===== config.mk =====
export PLATFORM = sky130hd
export DESIGN_NAME = adc_osr_mc
export DESIGN_NICKNAME = d
export VERILOG_FILES = /design/src/rtl/adc_osr_pkg.sv /design/src/rtl/adc_osr_fifo.sv /design/src/rtl/adc_osr_mc.sv
export SDC_FILE = /design/constraint.sdc
export NUM_CORES = 1
export LEC_CHECK = 0
export BUFFER_PORTS_ARGS = -buffer_cell sky130_fd_sc_hd__buf_4
export CAP_MARGIN = 20
export CORE_UTILIZATION = 30
export DETAILED_ROUTE_END_ITERATION = 16
export PLACE_DENSITY = 0.46
export SETUP_SLACK_MARGIN = 0.15
export SLEW_MARGIN = 20
export SYNTH_ARGS = -nofsm -noshare
export SYNTH_HDL_FRONTEND = slang
export SYNTH_SLANG_ARGS = --single-unit

===== constraint.sdc =====
create_clock -name clk -period 9.8 [get_ports clk]
set_input_delay 0.98 -clock clk [delete_from_list [all_inputs] [get_ports clk]]
set_output_delay 0.98 -clock clk [all_outputs]
set_load 0.05 [all_outputs]

===== src/rtl/adc_osr_pkg.sv =====
// Shared mode encoding and helpers for the multi-channel oversampling decimator.
package adc_osr_pkg;

  localparam logic [2:0] OSR_BYPASS = 3'd0;
  localparam logic [2:0] OSR_4      = 3'd1;
  localparam logic [2:0] OSR_16     = 3'd2;
  localparam logic [2:0] OSR_64     = 3'd3;
  localparam logic [2:0] OSR_256    = 3'd4;

  function automatic int osr_samples(input logic [2:0] k);
    return 1 << (2 * int'(k));
  endfunction

  function automatic logic [2:0] clamp_k(input logic [2:0] k, input int max_k);
    return (int'(k) > max_k) ? 3'(max_k) : k;
  endfunction

endpackage


===== src/rtl/adc_osr_fifo.sv =====
// First-word-fall-through result FIFO; a pop on a full FIFO frees room for a same-edge push.
module adc_osr_fifo #(
  parameter int WIDTH = 18,
  parameter int DEPTH = 4,
  localparam int AW = $clog2(DEPTH)
) (
  input  logic             clk,
  input  logic             rst,
  input  logic             push,
  input  logic [WIDTH-1:0] din,
  input  logic             pop,
  output logic [WIDTH-1:0] dout,
  output logic             empty,
  output logic             full,
  output logic [AW:0]      level
);

  logic [WIDTH-1:0] mem [DEPTH];
  logic [AW-1:0]    wr_ptr;
  logic [AW-1:0]    rd_ptr;
  logic             do_push;
  logic             do_pop;

  assign empty   = (level == '0);
  assign full    = (level == (AW+1)'(DEPTH));
  assign do_pop  = pop && !empty;
  assign do_push = push && (!full || do_pop);
  // Head reads as zero when empty so the output bus is quiet after reset.
  assign dout    = empty ? '0 : mem[rd_ptr];

  always_ff @(posedge clk) begin
    if (do_push) mem[wr_ptr] <= din;
  end

  always_ff @(posedge clk or posedge rst) begin
    if (rst) begin
      wr_ptr <= '0;
      rd_ptr <= '0;
      level  <= '0;
    end else begin
      if (do_push) wr_ptr <= wr_ptr + AW'(1);
      if (do_pop)  rd_ptr <= rd_ptr + AW'(1);
      case ({do_push, do_pop})
        2'b10:   level <= level + (AW+1)'(1);
        2'b01:   level <= level - (AW+1)'(1);
        default: level <= level;
      endcase
    end
  end

endmodule


===== src/rtl/adc_osr_mc.sv =====
// Multi-channel oversampling decimator: per-channel accumulate 4^k samples, emit sum>>k.
module adc_osr_mc
  import adc_osr_pkg::*;
#(
  parameter int DATA_W     = 10,
  parameter int OUT_W      = 16,
  parameter int NUM_CH     = 4,
  parameter int MAX_K      = 4,
  parameter int FIFO_DEPTH = 4,
  localparam int CH_W  = (NUM_CH > 1) ? $clog2(NUM_CH) : 1,
  localparam int LVL_W = $clog2(FIFO_DEPTH) + 1
) (
  input  logic              clk,
  input  logic              rst,
  input  logic              sample_valid,
  input  logic [CH_W-1:0]   sample_ch,
  input  logic [DATA_W-1:0] sample_data,
  input  logic [2:0]        osr_mode,
  input  logic              clr_status,
  output logic              out_valid,
  input  logic              out_ready,
  output logic [CH_W-1:0]   out_ch,
  output logic [OUT_W-1:0]  out_data,
  output logic [LVL_W-1:0]  fifo_level,
  output logic              overflow,
  output logic              ch_err
);

  localparam int ACC_W = DATA_W + 2 * MAX_K;
  localparam int CNT_W = 2 * MAX_K;

  logic [ACC_W-1:0] acc [NUM_CH];
  logic [CNT_W-1:0] cnt [NUM_CH];
  logic [2:0]       mode_q;
  logic [2:0]       k_cur;
  logic             mode_chg;
  logic             ch_ok;
  logic             smp_ok;
  logic             last;
  logic             push;
  logic             pop;
  logic             fifo_empty;
  logic             fifo_full;
  logic [ACC_W-1:0] sum;
  logic [OUT_W-1:0] result;

  function automatic logic [OUT_W-1:0] decimate(input logic [ACC_W-1:0] s, input logic [2:0] k);
    logic [ACC_W-1:0] sh;
    sh = s >> k;
    return OUT_W'(sh);
  endfunction

  assign k_cur    = clamp_k(osr_mode, MAX_K);
  assign mode_chg = (k_cur != mode_q);
  assign ch_ok    = (int'(sample_ch) < NUM_CH);
  // A sample coinciding with a mode switch is dropped along with all partial sums.
  assign smp_ok   = sample_valid && ch_ok && !mode_chg;
  assign sum      = acc[sample_ch] + ACC_W'(sample_data);
  assign last     = (cnt[sample_ch] == CNT_W'(osr_samples(mode_q) - 1));
  assign result   = decimate(sum, mode_q);
  assign push     = smp_ok && last;
  assign out_valid = !fifo_empty;
  assign pop      = out_valid && out_ready;

  adc_osr_fifo #(
    .WIDTH (CH_W + OUT_W),
    .DEPTH (FIFO_DEPTH)
  ) u_fifo (
    .clk   (clk),
    .rst   (rst),
    .push  (push),
    .din   ({sample_ch, result}),
    .pop   (pop),
    .dout  ({out_ch, out_data}),
    .empty (fifo_empty),
    .full  (fifo_full),
    .level (fifo_level)
  );

  always_ff @(posedge clk or posedge rst) begin
    if (rst) begin
      mode_q   <= OSR_BYPASS;
      overflow <= 1'b0;
      ch_err   <= 1'b0;
      for (int c = 0; c < NUM_CH; c++) begin
        acc[c] <= '0;
        cnt[c] <= '0;
      end
    end else begin
      mode_q <= k_cur;
      if (mode_chg) begin
        for (int c = 0; c < NUM_CH; c++) begin
          acc[c] <= '0;
          cnt[c] <= '0;
        end
      end else if (smp_ok) begin
        if (last) begin
          acc[sample_ch] <= '0;
          cnt[sample_ch] <= '0;
        end else begin
          acc[sample_ch] <= sum;
          cnt[sample_ch] <= cnt[sample_ch] + CNT_W'(1);
        end
      end
      // Clear first so a same-cycle error event wins.
      if (clr_status) begin
        overflow <= 1'b0;
        ch_err   <= 1'b0;
      end
      if (sample_valid && !ch_ok)       ch_err   <= 1'b1;
      if (push && fifo_full && !pop)    overflow <= 1'b1;
    end
  end

endmodule


# ---- Yosys cells after proc, flatten, opt, wreduce, memory -nomap -nowiden
# Memories as Yosys holds them, arrays and structs flattened.
# Cells that the tools add are included.
# W data, S select, Z words.
dict set report op_classes {
  n_reduce_logical 17
  bitwise_logic 5
  muxes 25
  n_lt_le_gt_ge 3
  add_sub_neg 7
  n_eq_ne 5
  n_shift 2
}
# cell n
set ops {}
lappend ops {{$mux W72} 3}
lappend ops {{$mux W32} 3}
lappend ops {{$and A72 B72 Y72} 1}
lappend ops {{$bwmux W72} 1}
lappend ops {{$mux W18} 4}
lappend ops {{$not A72 Y72} 1}
lappend ops {{$bmux W18 S2} 1}
lappend ops {{$demux W18 S2} 1}
lappend ops {{$and A32 B32 Y32} 1}
lappend ops {{$bwmux W32} 1}
lappend ops {{$not A32 Y32} 1}
lappend ops {{$mux W8} 3}
lappend ops {{$add A18 B10 Y18} 1}
lappend ops {{$shr A18 B3 Y16} 1}
lappend ops {{$bmux W8 S2} 1}
lappend ops {{$demux W8 S2} 1}
lappend ops {{$add A8 B1 Y8 const B} 1}
lappend ops {{$eq A8 B8 Y1} 1}
lappend ops {{$logic_and A1 B1 Y1} 8}
lappend ops {{$shl A1 B4 Y8 const A} 1}
lappend ops {{$sub A8 B2 Y8 const B} 1}
lappend ops {{$pmux W3 S2} 1}
lappend ops {{$reduce_bool A2 Y1} 3}
lappend ops {{$add A2 B1 Y2 const B} 2}
lappend ops {{other kinds (15)} 21}
dict set report totals {
  ram_bits 72
  memories 1
  register_bits 115
  in_bits 20
  elab_cells 78
  out_inout_bits 24
}
# memory words width read_ports rd_ports_with_merged_regs write_ports line
set mem_list {}
lappend mem_list {u_fifo.mem 4 18 1 0 1 adc_osr_fifo.sv:18} ;# logic [WIDTH-1:0] mem [DEPTH];

# ---- Longest topological paths before layout
# Gate-level depths: netlist (run 1).
dict set report depth {
  depth_word 10
  mapped_depth 17
}

# ---- Cells and area by module
# A second synthesis (run 1) with hierarchy kept.
dict set report unflattened {
  hier_cells 828
  area_unflattened_um2 9721.8
}
# module area_each_um2 cells_per_inst n_inst
set by_module_without_submodules {}
lappend by_module_without_submodules {adc_osr_mc 6481.2 657 1}
lappend by_module_without_submodules {adc_osr_fifo 3240.6 171 1}

# ---- Least setup slack after synthesis (run 1)
# Ideal clock, no wire load.
dict set report synth_timing {
  path_kind {input to register}
  start {in sample_ch[0]}
  end {mem u_fifo.mem[0][5] (data pin)}
  cell_stages 16
  t_arrival_ps 5331
  slack_ps 4189
  setup_time_ps 280
  path_cell_list {buf_6 -> buf_6 -> buf_1 -> buf_1 -> mux4_2 -> ha_1 -> fa_1 -> a211oi_1 -> o211ai_1 -> a221oi_1 -> nand2b_1 -> buf_4 -> xor2_2 -> nand2_1 -> a21boi_0 -> mux4_2}
}
dict set report synth_via {
  elab_chain_len 6
}
# element line
set synth_lines {}
lappend synth_lines {{start: declaration} adc_osr_mc.sv:16} ;# input logic [CH_W-1:0] sample_ch,
lappend synth_lines {{$not A2 Y3 (implied by the code)} adc_osr_mc.sv:58} ;# assign sum = acc[sample_ch] + ACC_W'(sample_data);
lappend synth_lines {{$bmux W18 S2} adc_osr_mc.sv:58}
lappend synth_lines {{$mux W18 (implied by the code) (2 in a row)} adc_osr_mc.sv:58}
lappend synth_lines {{$add A18 B10 Y18} adc_osr_mc.sv:58}
lappend synth_lines {{$shr A18 B3 Y16} adc_osr_mc.sv:49} ;# sh = s >> k;
lappend synth_lines {{via result[5]} adc_osr_mc.sv:45} ;# logic [OUT_W-1:0] result;
lappend synth_lines {{end: declaration} adc_osr_fifo.sv:18}
# The timed path passes the listed nets, and every way through them passes these cells. The select of a mux whose other input is x is not followed.

# ---- Worst setup path after layout (run 1)
dict set report layout_timing {
  start {in sample_ch[0]}
  end {mem u_fifo.mem[1][5] (data pin)}
}
# Same word-level chain as after synthesis.

==> results.tsv, run 1 <==
stage	metric	value	unit
sta	period_minus_slack	5097	ps
grt	grt_antenna_before_repair	0	
worst_setup_path	cp_max_fo	37	
sta	rsz0062_at_grt	false	
routing	dr.pass1.iters	7	
worst_setup_path	startpoint	sample_ch[0]	
clock_network	clk_pin_slew	80	ps
worst_setup_path	cp.required	9950	ps
yosys	synthesis.nets	964	
yosys	yosys_register_bits	187	
sta	relSlewSlack	30.65	%
yosys	yosysWarnings	0	
sta	hold_violations	0	
floorplanning	dieArea	33980	sq um
place	buffer_ports.inserted	42	
place	dp_hpwl	16.78	mm
clock_network	post_cts_resized	0	
worst_setup_path	cp-start-kind	primary input	
worst_setup_path	end_kind	register	
floorplanning	die_w	184.3	um
layout	fill_cells	3245	
sta	setup_viol	0	
floorplanning	io_pins	44	
clock_network	cts.sinks	187	
sta	period_share	52.01	%
grt	gr-total-overflow	0	
grt	grt_max_degree	72	
routing	via_per_inst	5.095	
floorplanning	core	32620	sq um
yosys	syn_area	9973	sq um
sta	skew	17.31	ps
routing	vias	7057	
routing	antenna_left	0	
floorplanning	row_count	66	
yosys	synth_top_area_share	28.85	%
grt	track_usage	16.37	%
yosys	synth.distinct_cells	72	
worst_hold_path	hp-start	acc[61]$_DFFE_PP0P_	
pwr	ir_drop	112.9	uV
yosys	synth_largest_area_cell	dfrtp_1	
clock_network	cts_root_buf	clkbuf_16	
grt	grt_pass1_wl	42.51	mm
clock_network	clkLatencyLatePin	440	ps
clock_network	post_cts_buffers	0	
yosys	synthFlopType	dfrtp_1	
floorplanning	start_util	30.58	%
job	cap_violations	0	
routing	drt_iter0_drc	528	
yosys	syn_area_per_cell	10.77	sq um
clock_network	htree_levels	4	
pwr	power	2178	uW
worst_hold_path	hold_class	register to register	
routing	wl	26.38	mm
yosys	synthTopCellsByArea	dfrtp_1, edfxtp_1, mux4_2, nand2_1, a21oi_1	
yosys	postSynth.asyncResetShare	61.50	%
grt	grt_pass1_vias	7221	
worst_setup_path	setup.worst_path.class	primary input to register	
sta	fin_setup_tns	0	ps
yosys	synth-seq-area-share	50.53	%
layout	diodes	0	
routing	drc	0	
yosys	synthCells	926	
sta	report.final.slew_viol_count	0	
floorplanning	die_h	184.3	um
layout	area_growth	12.93	%
outcome	outcome	completed	
worst_setup_path	timing.rr.start	mode_q[1]$_DFF_PP0_	
sta	max_freq	0.1962	GHz
place	gp_congestion	0.8307	
routing	wire_per_inst	19.05	um
layout	final_nets	968	
sta	tightest_slew	1040	ps
clock_network	cts_buffers	17	
pwr	power_density	193.3	nW/um^2
worst_setup_path	cp_data_arrival_time	5250	ps
yosys	synth_edf_count	72	
clock_network	clockBufferDepth	2	
pwr	power.static_leakage	0.004074	uW
clock_network	cts_tree	done	
layout	drive_gt1_share	16.76	%
clock_network	holdBufCountCts	0	
[cell usage in the layout (no fill, tap or decap), drive strengths merged, types with 6 or more instances in the layout]
master | netlist | layout
nand2 | 181 | 181
a21oi | 116 | 116
dfrtp | 115 | 115
edfxtp | 72 | 72
nand3 | 56 | 56
buf | 18 | 54
mux4 | 52 | 52
nor2 | 38 | 38
and2 | 30 | 30
inv | 15 | 20
xnor2 | 18 | 18
clkbuf | 51 | 17
ha | 16 | 16
or3 | 14 | 14
xor2 | 14 | 14
o21ai | 12 | 12
a22oi | 7 | 7
clkinv | 0 | 7
a21o | 6 | 6
[flip-flops by register name, indices dropped and copies added (netlist names)]
register	count
acc	72
u_fifo.mem	72
cnt	32
mode_q	3
u_fifo.level	3
u_fifo.rd_ptr	2
u_fifo.wr_ptr	2
overflow	1
[per-stage QoR]
step                hold WS (ps)  instance area, sq um  cells  utilization, %  worst slack (ps)
finish                     522.3                 11260   1385           34.53              4703
global route               540.9                 11260   1385           34.53              4375
CTS                        525.5                 11260   1385           34.53              4661
detailed placement         513.8                 10650   1353           32.66              4214
global placement           494.9                 10650   1353           32.65              4269
floorplan                  477.4                  9973    926               -              4189
[synth_stat cells, drive strengths merged (4+ instances only)]
cell type	n
a211oi	4
a21o	6
a21oi	116
a22oi	7
and2	30
and3	4
buf	18
clkbuf	51
dfrtp	115
edfxtp	72
ha	16
inv	15
mux2i	5
mux4	52
nand2	181
nand2b	5
nand3	56
nor2	38
nor3	5
o211ai	4
o21ai	12
or2	4
or3	14
xnor2	18
xor2	14
[power by group]
| part | switching [uW] | total, uW | internal [uW] |
|---|---|---|---|
| Combinational | 391 | 601 | 209 |
| Sequential | 31.6 | 860 | 828 |
| Clock | 351 | 718 | 367 |
[layout make-up]
type | count | area, sq um | share of cell area (%)
Clock buffer | 17 | 425.4 | 3.777
Multi-Input combinational cell | 655 | 4596 | 40.80
Sequential cell | 187 | 5040 | 44.75
Timing Repair Buffer | 54 | 405.4 | 3.599
Clock inverter | 15 | 185.2 | 1.644
Tap cell | 442 | 553.0 | 4.910
Inverter | 15 | 58.81 | 0.5221
[kinds of logic after synthesis]
family                     share of synthesized area, %
buffers and inverters                             3.600
AOI/OAI and AO/OA                                 11.32
and+or+nand+nor                                   16.67
muxes                                             12.47
adders and majority gates                         2.409
other                                           0.03760
xor gates and xnor gates                          2.961
DFF                                               50.53
[path summary, 6_finish.rpt]
check	slack (ps)	end	depth (start not counted)
max in group asynchronous	7870	acc[52]$_DFFE_PP0P_	3
hold reg to reg	520	acc[61]$_DFFE_PP0P_	2
setup / recovery	4700	u_fifo.mem[1][5]$_DFFE_PP_	12
setup reg to reg	5450	u_fifo.mem[1][4]$_DFFE_PP_	10
hold / removal	520	acc[61]$_DFFE_PP0P_	2
min in group asynchronous	750	acc[40]$_DFFE_PP0P_	2
[critical path: stages]
cell	delay, ps
buf_4	530
mux4_2	590
ha_1	220
fa_1	430
a211oi_1	270
o211ai_1	120
a221oi_1	670
nand2b_1	370
xor2_2	230
nand2_1	90
a21boi_0	150
mux4_2	540
[routing by layer]
metal	global-route usage (%)	wire length, um	vias up
li1	-	-	3349
met1	22.67	12700	3575
met2	26.67	12630	116
met3	2.134	679	17
met4	4.733	377	0
met5	0	0	-
Power figures use the tool's default switching activity.
==> inputs of run 2 (changes only) <==
--- a/config.mk
+++ b/config.mk
@@ -5,6 +5,7 @@
 export SDC_FILE = /design/constraint.sdc
 export NUM_CORES = 1
 export LEC_CHECK = 0
+export ABC_AREA = 1
 export BUFFER_PORTS_ARGS = -buffer_cell sky130_fd_sc_hd__buf_4
 export CAP_MARGIN = 20
 export CORE_UTILIZATION = 30
==> constraint.sdc (replaced) <==
create_clock -name clk -period 4.9 [get_ports clk]
set_input_delay 0.49 -clock clk [delete_from_list [all_inputs] [get_ports clk]]
set_output_delay 0.49 -clock clk [all_outputs]
set_load 0.05 [all_outputs]
==> run 2 against run 1 <==
Against the previous run: core utilization barely moved; combinational power grew to 2.7 times the previous value; cell count increased by 47%; via count grew 47%; sequential power increased by 100%; global-route usage rose by 3.7 points; final area increased by 12%.
==> results.tsv, run 2 <==
stage	metric	value	unit	change
worst_setup_path	r2r_slack	1230	ps	was 5450 ps
grt	gr-total-overflow	0		unchanged
worst_setup_path	setup.worst_path.class	register to register		was primary input to register
sta	period_share	74.91	%	
grt	grt_max_degree	44		was 72
yosys	synthTopCellsByArea	dfrtp_1, edfxtp_1, nand2_1, o21ai_0, nor2_1		was dfrtp_1, edfxtp_1, mux4_2, nand2_1, a21oi_1
sta	max_freq	0.2725	GHz	
yosys	yosysWarnings	0		unchanged
routing	drc	0		unchanged
pwr	intPower	2827	uW	was 1404 uW
pwr	power_density	379.1	nW/um^2	was 193.3 nW/um^2
clock_network	cts_tree	done		unchanged
yosys	synth.distinct_cells	33		was 72
pwr	pwr-share-clk	29.5	%	was 33.0%
worst_setup_path	end_kind	register		unchanged
yosys	synth_top_area_share	25.85	%	was 28.85%
yosys	syn_area	11130	sq um	was 9973 sq um
worst_setup_path	cp.required	5270	ps	was 9950 ps
sta	rsz0062_at_grt	false		unchanged
place	dp_hpwl	26.04	mm	was 16.78 mm
pwr	p_sw	1947	uW	was 773.5 uW
sta	skew	14.84	ps	was 17.31 ps
grt	grt_antenna_before_repair	0		unchanged
worst_setup_path	r2r_cells	18		was 10
sta	relSlewSlack	34.13	%	was 30.65%
place	gp_congestion	0.8611		was 0.8307
floorplanning	io_pins	44		unchanged
yosys	synthCells	1529		was 926
layout	area_growth	13.11	%	was 12.93%
clock_network	post_cts_buffers	0		unchanged
worst_setup_path	cp_top_family	simple AND/OR/NAND/NOR gates		was compound AO/OA/AOI/OAI gates
worst_setup_path	cp_data_arrival_time	4040	ps	was 5250 ps
yosys	synthFlopType	dfrtp_1		unchanged
pwr	p_sw_share	40.79	%	was 35.52%
layout	fill_cells	3922		was 3245
clock_network	cts_buffers	17		unchanged
sta	tightest_slew	986.9	ps	was 1040 ps
layout	drive_gt1_share	7.854	%	was 16.76%
clock_network	holdBufCountCts	0		unchanged
pwr	power.static_leakage	0.005453	uW	was 0.004074 uW
outcome	outcome	completed		unchanged
layout	multi_input_area	5190	sq um	was 4596 sq um
place	buffer_ports.inserted	42		unchanged
layout	final_nets	1591		was 968
worst_setup_path	timing.rr.start	mode_q[2]$_DFF_PP0_		was mode_q[1]$_DFF_PP0_
yosys	syn_area_per_cell	7.282	sq um	was 10.77 sq um
pwr	p_comb_share	34.1	%	was 27.6%
grt	track_usage	20.09	%	was 16.37%
clock_network	post_cts_resized	0		unchanged
worst_setup_path	cpMostUsedCell	nand2_1		was mux4_2
sta	fin_setup_tns	0	ps	unchanged
floorplanning	start_util	30.49	%	was 30.58%
routing	via_per_inst	5.115		was 5.095
routing	wire_per_inst	18.23	um	was 19.05 um
worst_setup_path	startpoint	mode_q[2]$_DFF_PP0_		was sample_ch[0]
worst_setup_path	cp_slowest_cell	nand2_1		was a221oi_1
layout	regArea	5040	sq um	unchanged
yosys	yosys_register_bits	187		unchanged
worst_hold_path	hold_class	primary input to async pin		was register to register
floorplanning	die_h	194.7	um	was 184.3 um
worst_setup_path	crit_path_cell_trace	buf_4, inv_1, buf_4, nand2_1, ha_1, inv_1, nor2_1, inv_1, nand2_1, nand2_1, nor2_1, nand2_1, nor2_4, buf_4, nand2_1, nor2_1, o21ai_0, o21ai_0		was buf_4, mux4_2, ha_1, fa_1, a211oi_1, o211ai_1, a221oi_1, nand2b_1, xor2_2, nand2_1, a21boi_0, mux4_2
clock_network	clockBufferDepth	2		unchanged
floorplanning	dieArea	37890	sq um	was 33980 sq um
routing	drt_iter0_drc	948		was 528
sta	period_minus_slack	3670	ps	
clock_network	cts_root_buf	clkbuf_16		unchanged
grt	grt_pass1_vias	9944		was 7221
yosys	synthesis.nets	1567		was 964
sta	report.final.slew_viol_count	0		unchanged
floorplanning	die_w	194.7	um	was 184.3 um
pwr	seqPwrFrac	36.4	%	was 39.5%
pwr	power	4774	uW	was 2178 uW
worst_setup_path	cp_max_fo	38		was 37
routing	dr.pass1.iters	5		was 7
yosys	postSynth.asyncResetShare	61.50	%	unchanged
pwr	ir_drop	263.8	uV	was 112.9 uV
layout	layout_commonest_cell	nand2_1		unchanged
layout	diodes	0		unchanged
job	cap_violations	0		unchanged
clock_network	clkLatencyLatePin	460	ps	was 440 ps
worst_setup_path	crit_path_max_incr_delay	610	ps	was 670 ps
worst_setup_path	cp-start-kind	register		was primary input
floorplanning	core	36520	sq um	was 32620 sq um
yosys	synth_common_cells	nand2_1, nor2_1, o21ai_0		was nand2_1, a21oi_1, dfrtp_1
worst_setup_path	crit_buf_inv	6		was 1
clock_network	htree_levels	4		unchanged
worst_setup_path	worstReg2RegEnd	acc[24]$_DFFE_PP0P_		was u_fifo.mem[1][4]$_DFFE_PP_
routing	vias	10403		was 7057
yosys	post-synth-top-count-cell	nand2_1		unchanged
yosys	synth_largest_area_cell	dfrtp_1		unchanged
clock_network	clk_pin_slew	80	ps	about the same
routing	wl	37.09	mm	was 26.38 mm
floorplanning	row_count	70		was 66
clock_network	cts.sinks	187		unchanged
sta	hold_violations	0		unchanged
layout	layout_common_cells	nand2_1, nor2_1, o21ai_0		was nand2_1, a21oi_1, dfrtp_1
sta	setup_viol	0		unchanged
grt	grt_pass1_wl	58.61	mm	was 42.51 mm
yosys	synth_edf_count	72		unchanged
routing	antenna_left	0		unchanged
layout	largestRegisters	acc: 72 flops, u_fifo.mem: 72 flops, cnt: 32 flops		unchanged
yosys	synth-seq-area-share	45.26	%	was 50.53%
sta	whs	116.2	ps	was 522.3 ps
==> run 2: cell types whose count changed after synthesis, sizes merged, moves of 14 or more <==
cell | before | now
inv | 15 | 152
nand3 | 56 | 161
and2 | 30 | 0
nand2 | 181 | 350
o21ai | 12 | 228
a21oi | 116 | 44
xnor2 | 18 | 2
or3 | 14 | 0
mux4 | 52 | 0
nor2 | 38 | 235
==> run 2: cell families (layout without fill, tap and decap cells) <==
kind of cell / after synthesis / in the layout / synth area share (%)
other cells: 1 / 1 / 0.03368
xor+xnor: 14 / 14 / 1.101
buf+inv: 231 / 268 / 8.192
compound gates: 314 / 314 / 15.13
fa+ha+maj: 18 / 18 / 2.158
simple gates: 764 / 764 / 28.13
flops: 187 / 187 / 45.26
==> run 2: layer usage <==
layer / global-route usage (%) / part of all wire [%] / vias to the layer above
met5: 0 / 0 / -
met1: 27.49 / 47 / 5003
li1: - / - / 5094
met3: 3.123 / 5.0 / 39
met4: 5.526 / 1.5 / 0
met2: 32.80 / 46 / 267
==> run 2: final cells by class <==
type | instances | share of cell area, %
multi-input cells | 1111 | 41.21
flip-flops and latches | 187 | 40.02
repair buffers | 79 | 4.769
inverters | 157 | 4.699
well taps | 468 | 4.649
clock buffers | 19 | 3.686
clock inverters | 13 | 0.9736
==> run 2: per-stage QoR <==
| step | utilization [%] | worst slack [ps] | std cells | area, sq um |
|---|---|---|---|---|
| 2_1_floorplan | - | 1074 | 1529 | 11130 |
| 3_3_place_gp | 32.84 | 893.0 | 2001 | 11990 |
| 3_5_place_dp | 32.84 | 852.6 | 2001 | 11990 |
| 4_1_cts | 34.44 | 1171 | 2033 | 12580 |
| 5_1_grt | 34.48 | 850.8 | 2034 | 12590 |
| 6_report | 34.48 | 1230 | 2034 | 12590 |
==> run 2: power by group through the flow <==
| stage | clock network, uW | logic (uW) | registers, uW |
|---|---|---|---|
| floorplan | 0 | 1100 | 1770 |
| global placement | 0 | 1620 | 1770 |
| detailed placement | 0 | 1630 | 1770 |
| CTS | 1450 | 1630 | 1740 |
| global route | 1500 | 1770 | 1740 |
| finish | 1410 | 1630 | 1740 |
==> run 2: worst max path at each step <==
stage / endpoint / slack [ps] / depth (start not counted)
3_3_place_gp: u_fifo.mem[2][3]$_DFFE_PP_ / 890 / 17
4_1_cts: u_fifo.mem[0][12]$_DFFE_PP_ / 1170 / 17
6_report: acc[24]$_DFFE_PP0P_ / 1230 / 18
5_1_grt: cnt[12]$_DFFE_PP0P_ / 850 / 18
2_1_floorplan: u_fifo.mem[0][3]$_DFFE_PP_ / 1070 / 19
3_5_place_dp: u_fifo.mem[2][3]$_DFFE_PP_ / 850 / 17
